==> src/rtl/full_sub_pkg.sv <==
// -----------------------------------------------------------------------------
// full_sub_pkg
//
// Shared definitions for the registered one-bit full subtractor slice.
//
// Contents:
//   MINUEND_IDX / SUBTRAHEND_IDX / BORROW_IN_IDX : bit positions inside the
//                                                  3-bit operand vector a.
//   OPERAND_W                                    : width of the operand vector.
//   CNT_W_DEFAULT                                : default borrow counter width.
//   sub_result_t                                 : packed {d, b} result pair.
//   borrow_of / diff_of                          : reference helpers for the
//                                                  subtractor equations.
// -----------------------------------------------------------------------------
package full_sub_pkg;

  localparam int OPERAND_W      = 3;
  localparam int MINUEND_IDX    = 2;
  localparam int SUBTRAHEND_IDX = 1;
  localparam int BORROW_IN_IDX  = 0;
  localparam int CNT_W_DEFAULT  = 8;

  // Difference and borrow travel together through the output register.
  typedef struct packed {
    logic d;
    logic b;
  } sub_result_t;

  // Difference bit of x - y - bin.
  function automatic logic diff_of(input logic x, input logic y, input logic bin);
    return x ^ y ^ bin;
  endfunction

  // Borrow-out of x - y - bin: borrow when y exceeds x outright, or when
  // x and y are equal and a borrow arrives from the lower slice.
  function automatic logic borrow_of(input logic x, input logic y, input logic bin);
    return (~x & y) | (~(x ^ y) & bin);
  endfunction

endpackage : full_sub_pkg

==> src/rtl/full_sub_if.sv <==
// -----------------------------------------------------------------------------
// full_sub_if
//
// Operand / result bundle of the full subtractor slice.
//
// Signals:
//   a         [2:0] operand vector {minuend x, subtrahend y, borrow-in bin}
//   a_valid         a carries a valid operand this cycle
//   d               registered difference
//   b               registered borrow-out
//   out_valid       d/b hold a fresh result
//
// Modports:
//   master : the producer of operands / consumer of results (parent or bench)
//   slave  : the subtractor slice itself
// -----------------------------------------------------------------------------
interface full_sub_if;
  import full_sub_pkg::*;

  logic [OPERAND_W-1:0] a;
  logic                 a_valid;
  logic                 d;
  logic                 b;
  logic                 out_valid;

  modport master (
    output a,
    output a_valid,
    input  d,
    input  b,
    input  out_valid
  );

  modport slave (
    input  a,
    input  a_valid,
    output d,
    output b,
    output out_valid
  );

endinterface : full_sub_if

==> src/rtl/full_sub_core.sv <==
// -----------------------------------------------------------------------------
// full_sub_core
//
// Purely combinational one-bit full subtractor: computes x - y - bin.
// No state, no clock; the parent registers the result.
//
// Ports:
//   x    in  1  minuend
//   y    in  1  subtrahend
//   bin  in  1  borrow-in from the lower slice
//   d    out 1  difference
//   b    out 1  borrow-out to the upper slice
// -----------------------------------------------------------------------------
module full_sub_core
  import full_sub_pkg::*;
(
  input  logic x,
  input  logic y,
  input  logic bin,
  output logic d,
  output logic b
);

  // X on any input propagates naturally through these operators; the core
  // makes no attempt to filter unknowns.
  assign d = diff_of(x, y, bin);
  assign b = borrow_of(x, y, bin);

endmodule : full_sub_core

==> src/rtl/full_sub.sv <==
// -----------------------------------------------------------------------------
// full_sub
//
// Registered one-bit full subtractor slice. Operands sampled on a rising clk
// edge with a_valid=1 produce d/b one cycle later with out_valid=1. With
// a_valid=0 the previous d/b are held and out_valid drops. One result per
// cycle, no back-pressure. Reset is asynchronous and active-high.
//
// Optional feature macro: FULL_SUB_STATUS_EN
//   When defined, adds borrow_cnt: a saturating count of valid results whose
//   borrow-out is 1, cleared only by rst.
//
// Parameters:
//   CNT_W      width of borrow_cnt (only meaningful with FULL_SUB_STATUS_EN)
//
// Ports:
//   clk        in   1      rising-edge clock
//   rst        in   1      asynchronous active-high reset
//   bus        slave       full_sub_if (a, a_valid, d, b, out_valid)
//   borrow_cnt out  CNT_W  saturating borrow count (FULL_SUB_STATUS_EN only)
// -----------------------------------------------------------------------------
module full_sub
  import full_sub_pkg::*;
#(
  parameter int CNT_W = CNT_W_DEFAULT
) (
  input  logic           clk,
  input  logic           rst,
  full_sub_if.slave      bus
`ifdef FULL_SUB_STATUS_EN
  ,
  output logic [CNT_W-1:0] borrow_cnt
`endif
);

  // Reject a degenerate counter width at elaboration time.
  if (CNT_W < 1) begin : g_bad_cnt_w
    $error("full_sub: CNT_W must be at least 1");
  end

  // ---------------------------------------------------------------------------
  // Combinational core
  // ---------------------------------------------------------------------------
  sub_result_t core_res;

  full_sub_core u_core (
    .x   (bus.a[MINUEND_IDX]),
    .y   (bus.a[SUBTRAHEND_IDX]),
    .bin (bus.a[BORROW_IN_IDX]),
    .d   (core_res.d),
    .b   (core_res.b)
  );

  // ---------------------------------------------------------------------------
  // Result register and valid tracking
  // ---------------------------------------------------------------------------
  sub_result_t res_reg;
  logic        out_valid_reg;

  always_ff @(posedge clk or posedge rst) begin
    if (rst) begin
      res_reg       <= '0;
      out_valid_reg <= 1'b0;
    end else begin
      // out_valid is a one-cycle flag per accepted operand, while d/b keep
      // the last accepted result across idle cycles.
      out_valid_reg <= bus.a_valid;
      if (bus.a_valid) begin
        res_reg <= core_res;
      end
    end
  end

  assign bus.d         = res_reg.d;
  assign bus.b         = res_reg.b;
  assign bus.out_valid = out_valid_reg;

  // ---------------------------------------------------------------------------
  // Optional saturating borrow counter
  // ---------------------------------------------------------------------------
`ifdef FULL_SUB_STATUS_EN
  localparam logic [CNT_W-1:0] CNT_MAX = {CNT_W{1'b1}};

  logic [CNT_W-1:0] borrow_cnt_reg;
  logic [CNT_W-1:0] borrow_cnt_next;

  // Counts on the core borrow at the sampling edge, so the count moves in
  // the same cycle that the corresponding result appears on b.
  always_comb begin
    borrow_cnt_next = borrow_cnt_reg;
    if (bus.a_valid && core_res.b && (borrow_cnt_reg != CNT_MAX)) begin
      borrow_cnt_next = borrow_cnt_reg + 1'b1;
    end
  end

  always_ff @(posedge clk or posedge rst) begin
    if (rst) begin
      borrow_cnt_reg <= '0;
    end else begin
      borrow_cnt_reg <= borrow_cnt_next;
    end
  end

  assign borrow_cnt = borrow_cnt_reg;
`endif

endmodule : full_sub

==> src/flat_wrapper.sv <==
// flat-port wrapper written by rule: the top's interface ports become plain ports
module full_sub_flat import full_sub_pkg::*;
#(
  parameter int CNT_W = CNT_W_DEFAULT
)
  (clk, rst, bus_a, bus_a_valid, bus_d, bus_b, bus_out_valid);
  full_sub_if bus_i ();
  input  logic clk;
  input  logic rst;
  input wire logic [$bits(bus_i.a)-1:0] bus_a;
  input wire logic [$bits(bus_i.a_valid)-1:0] bus_a_valid;
  output wire logic [$bits(bus_i.d)-1:0] bus_d;
  output wire logic [$bits(bus_i.b)-1:0] bus_b;
  output wire logic [$bits(bus_i.out_valid)-1:0] bus_out_valid;
  assign bus_i.a = bus_a;
  assign bus_i.a_valid = bus_a_valid;
  assign bus_d = bus_i.d;
  assign bus_b = bus_i.b;
  assign bus_out_valid = bus_i.out_valid;
  full_sub #(.CNT_W(CNT_W)) u_core (.clk(clk), .rst(rst), .bus(bus_i));
endmodule
==> config.mk <==
export PLATFORM = sky130hd
export DESIGN_NAME = full_sub_flat
export DESIGN_NICKNAME = d
export VERILOG_FILES = /design/src/rtl/full_sub_pkg.sv /design/src/rtl/full_sub_if.sv /design/src/rtl/full_sub_core.sv /design/src/rtl/full_sub.sv /design/src/flat_wrapper.sv
export SDC_FILE = /design/constraint.sdc
export NUM_CORES = 1
export LEC_CHECK = 0
export BUFFER_PORTS_ARGS = -buffer_cell sky130_fd_sc_hd__buf_4
export CAP_MARGIN = 20
export CELL_PAD_IN_SITES_DETAIL_PLACEMENT = 0
export CELL_PAD_IN_SITES_GLOBAL_PLACEMENT = 1
export CORE_AREA = 5 5 42 44
export DETAILED_ROUTE_END_ITERATION = 12
export DIE_AREA = 0 0 47 49
export GPL_ROUTABILITY_DRIVEN = 0
export PLACE_DENSITY_LB_ADDON = 0.1
export SLEW_MARGIN = 30
export SYNTH_ARGS = -nofsm -noshare
export SYNTH_HDL_FRONTEND = slang
export SYNTH_SLANG_ARGS = --single-unit
==> constraint.sdc <==
create_clock -name clk -period 2.11 [get_ports clk]
set_input_delay 0.422 -clock clk [delete_from_list [all_inputs] [get_ports clk]]
set_output_delay 0.422 -clock clk [all_outputs]
set_load 0.02 [all_outputs]
# Word-level counts from Yosys, hierarchy flattened
# Index checks and enable logic that the tools add are counted.
[totals]
output_inout_bits = 3
register_bits = 3
inputBits = 6
[op_classes]
n_bitwise = 7
[op_table]
columns = ["cell", "n"]
rows = [
  ["1-bit AND", 2],
  ["1-bit inverter", 2],
  ["1-bit XOR", 2],
  ["1-bit OR", 1],
]

# Logic depth before layout (Yosys ltp)
[depth]
ltp_word = 4
ltp_mapped = 3
ltp_nobuf = 3

# By module
# Synthesis repeated with hierarchy kept, for this count alone.
[unflattened]
hier_cells = 10
area_unflattened_um2 = 132.6
[by_module_without_submodules]
columns = ["mod", "seq_area_each_um2", "instances", "cells_each", "area_each_um2"]
rows = [
  ["full_sub", 75.1, 1, 6, 101.3],
  ["full_sub_core", 0.0, 1, 4, 31.3],
]

# Worst setup path after synthesis
# No wires, ideal clock.
[synth_path]
path_kind = "in2reg"
from = "input bus_a[1]"
to = "register u_core.res_reg, in the netlist u_core.bus.d"
t_arrival_ps = 1163
required_ps = 1985
stages = 3
setup_slack_ps = 822
setup_ps = 125
path_cell_list = "inv_1 > fa_1 > mux2_4"
[synth_via]
elab_chain_cells = 2
[synth_lines]
columns = ["item", "line", "rtl"]
rows = [
  ["from (decl)", "flat_wrapper.sv:10", "input wire logic [$bits(bus_i.a)-1:0] bus_a;"],
  ["1-bit XOR (2 in a row)", "full_sub_pkg.sv:31", "return x ^ y ^ bin;"],
  ["net u_core.u_core.d", "full_sub_core.sv:20", "output logic d,"],
  ["to (signal assigned)", "full_sub.sv:69", "res_reg <= core_res;"],
  ["to (decl)", "full_sub.sv:57", "sub_result_t res_reg;"],
]
# The timed path passes the listed nets, and every way through them passes these cells.
# A chain may end at the register's enable or synchronous reset.

# Worst setup path in the final report
[layout_path]
from = "register u_core.res_reg, in the netlist u_core.bus.d"
to = "output bus_d"
[layout_rtl]
columns = ["item", "line", "rtl"]
rows = [
  ["to (decl)", "flat_wrapper.sv:12", "output wire logic [$bits(bus_i.d)-1:0] bus_d;"],
]
# No word-level cell between the ends.

==> results.cfg <==
[drt]
drtPass1Iterations = 1
drt_drc_violations_left = 0
ant_nets = 0
via_count = 110
post_drt_via_cell_ratio = 2.89
totalWireLength_um = 295
wl_per_cell_um = 7.76
drt-initial-drc-count = 0

[sta]
drv_slew = 0
setup_viol = 0
worst_pin_slew_ns = 0.115
fmax_mhz = 844
rsz0062_at_grt = no
fin_skew_ns = 0
finalCritPeriodShare = 0.562
hold_viol_final = 0
relSlewSlack = 0.923
tns_ns = 0
period_needed_ns = 1.18

[floorplanning]
rows = 14
chipWidth_um = 47
dieArea_sq_mm = 0.00230
io_pins = 9
start_util = 0.0929
die_height_um = 49
core_sq_mm = 0.00140

[global_route]
grt_pass1_vias = 130
antenna_found_initial = 0
grt_pass1_wl_um = 469
overflow = 0
grt.total_usage = 0.0353
grt_max_degree = 5

[synth]
synthArstFlopShare = 1.00
syn_nets = 17
ys_seq_elements = 3
seq_area_frac_synth = 0.577
synth_top_area_cell = dfrtp_1
synthFlopType = dfrtp_1
synth_common_cells = dfrtp_1 (3), inv_1 (3)
yosysUniqueCellTypes = 6
synth.area.top_cells = dfrtp_1 (58%), fa_1 (15%), mux2_4 (12%)
avgSynthCellArea_sq_um = 13.0
yosysWarnings = 0
synth.top_cell.area_share = 0.577
synthCells = 10
synth_edf_count = 0
synth_area_sq_um = 130

[worst_setup_path]
cp-end-kind = primary output
cp_data_arrival_time_ns = 0.76
crit_buf_inv = 1
max_stage_delay_ns = 0.37
cp_top_family = flip-flops
path_class = reg -> out
cp-start-kind = flip-flop
crit_path_max_fanout = 2
worst_ep_required_time_ns = 1.69
slowest_stage = dfrtp_1
crit_chain = buf_4

[final_layout]
nets = 30
syn_to_final_growth_pct = 81.7
final-seq-area_sq_um = 75.1
drive_gt1_frac = 0.545
nFillCells = 176
diodes = 0
multi_input_area_sq_um = 43.8
fin_util = 0.169

[power]
p_leak_nw = 0.123
powerDensity_mw_per_mm2 = 884
ir_drop_v = 0.000153

[cts]
numCtsBuffers = 3
cts_resized = 0
htreeDepth = 1
cts_hold_buf = 0
clock_path_buffers = 2
clock_sinks = 3
tritoncts = yes
root_buffer = clkbuf_4
worstSkewPairLatency_ns = 0.23
cts_setup_buffers = 0
path_clk_slew_ns = 0.04

[status]
status = finished clean

[hold_path]
hp-class = in -> async

[placement]
port_buffers = 8

[run]
drv_cap = 0
-- final timing paths --
check,cells past startpoint,end,slack (ns),start
setup / recovery,1,bus_d,0.93,u_core.bus.d
hold / removal,2,u_core.bus.out_valid,0.06,rst
setup reg to reg,1,u_core.bus.d,1.35,u_core.bus.d
hold reg to reg,1,u_core.bus.d,0.52,u_core.bus.d
max in group asynchronous,2,u_core.bus.d,1.92,rst
min in group clk,1,u_core.bus.out_valid,0.34,bus_a_valid
-- layer usage --
| metal | global-route usage | vias to the layer above | part of all wire |
|---|---|---|---|
| met4 | 0.0553 | 0 | 0 |
| li1 | - | 54 | - |
| met3 | 0.0332 | 0 | 0.19 |
| met1 | 0.0377 | 48 | 0.43 |
| met5 | 0 | - | 0 |
| met2 | 0.0271 | 8 | 0.38 |
-- where the power goes --
part           leakage, nW  total [mW]  internal [mW]  switching, mW
clock               0.0150      0.0996         0.0708         0.0288
combinational       0.0732      0.0409         0.0224         0.0185
sequential          0.0345      0.0685         0.0648        0.00370
total                0.123       0.209          0.158         0.0510
-- final cells by class --
| class | instances | share of cell area |
|---|---|---|
| clock buffers | 4 | 0.111 |
| well taps | 16 | 0.0847 |
| multi-input cells | 4 | 0.185 |
| inverters | 3 | 0.0476 |
| flip-flops and latches | 3 | 0.317 |
| repair buffers | 8 | 0.254 |
-- placed cells by master, fill, tap and decap left out --
cell	count
nor2_1	1
buf_4	8
clkbuf_1	1
fa_1	1
mux2_4	1
a21oi_1	1
inv_1	3
clkbuf_4	3
dfrtp_1	3
-- cells by family (layout without fill, tap and decap cells) --
family	Yosys count	count (layout)	share of synthesized area
compound gates	1	1	0.0384
fa+ha+maj	1	1	0.154
buf+inv	3	15	0.0865
flops	3	3	0.577
mux	1	1	0.115
simple gates	1	1	0.0288
-- metrics by stage --
stage	hold slack [ns]	instance area, sq um	setup slack (ns)	std cells	total power [mW]
floorplan	0.176	130	0.822	10	0.0889
global placement	0.307	210	0.715	34	0.111
detailed placement	0.306	210	0.714	34	0.111
CTS	0.0518	236	0.909	38	0.219
global route	0.0705	236	0.899	38	0.224
finish	0.0607	236	0.925	38	0.209
(Power assumes the default switching activity.)
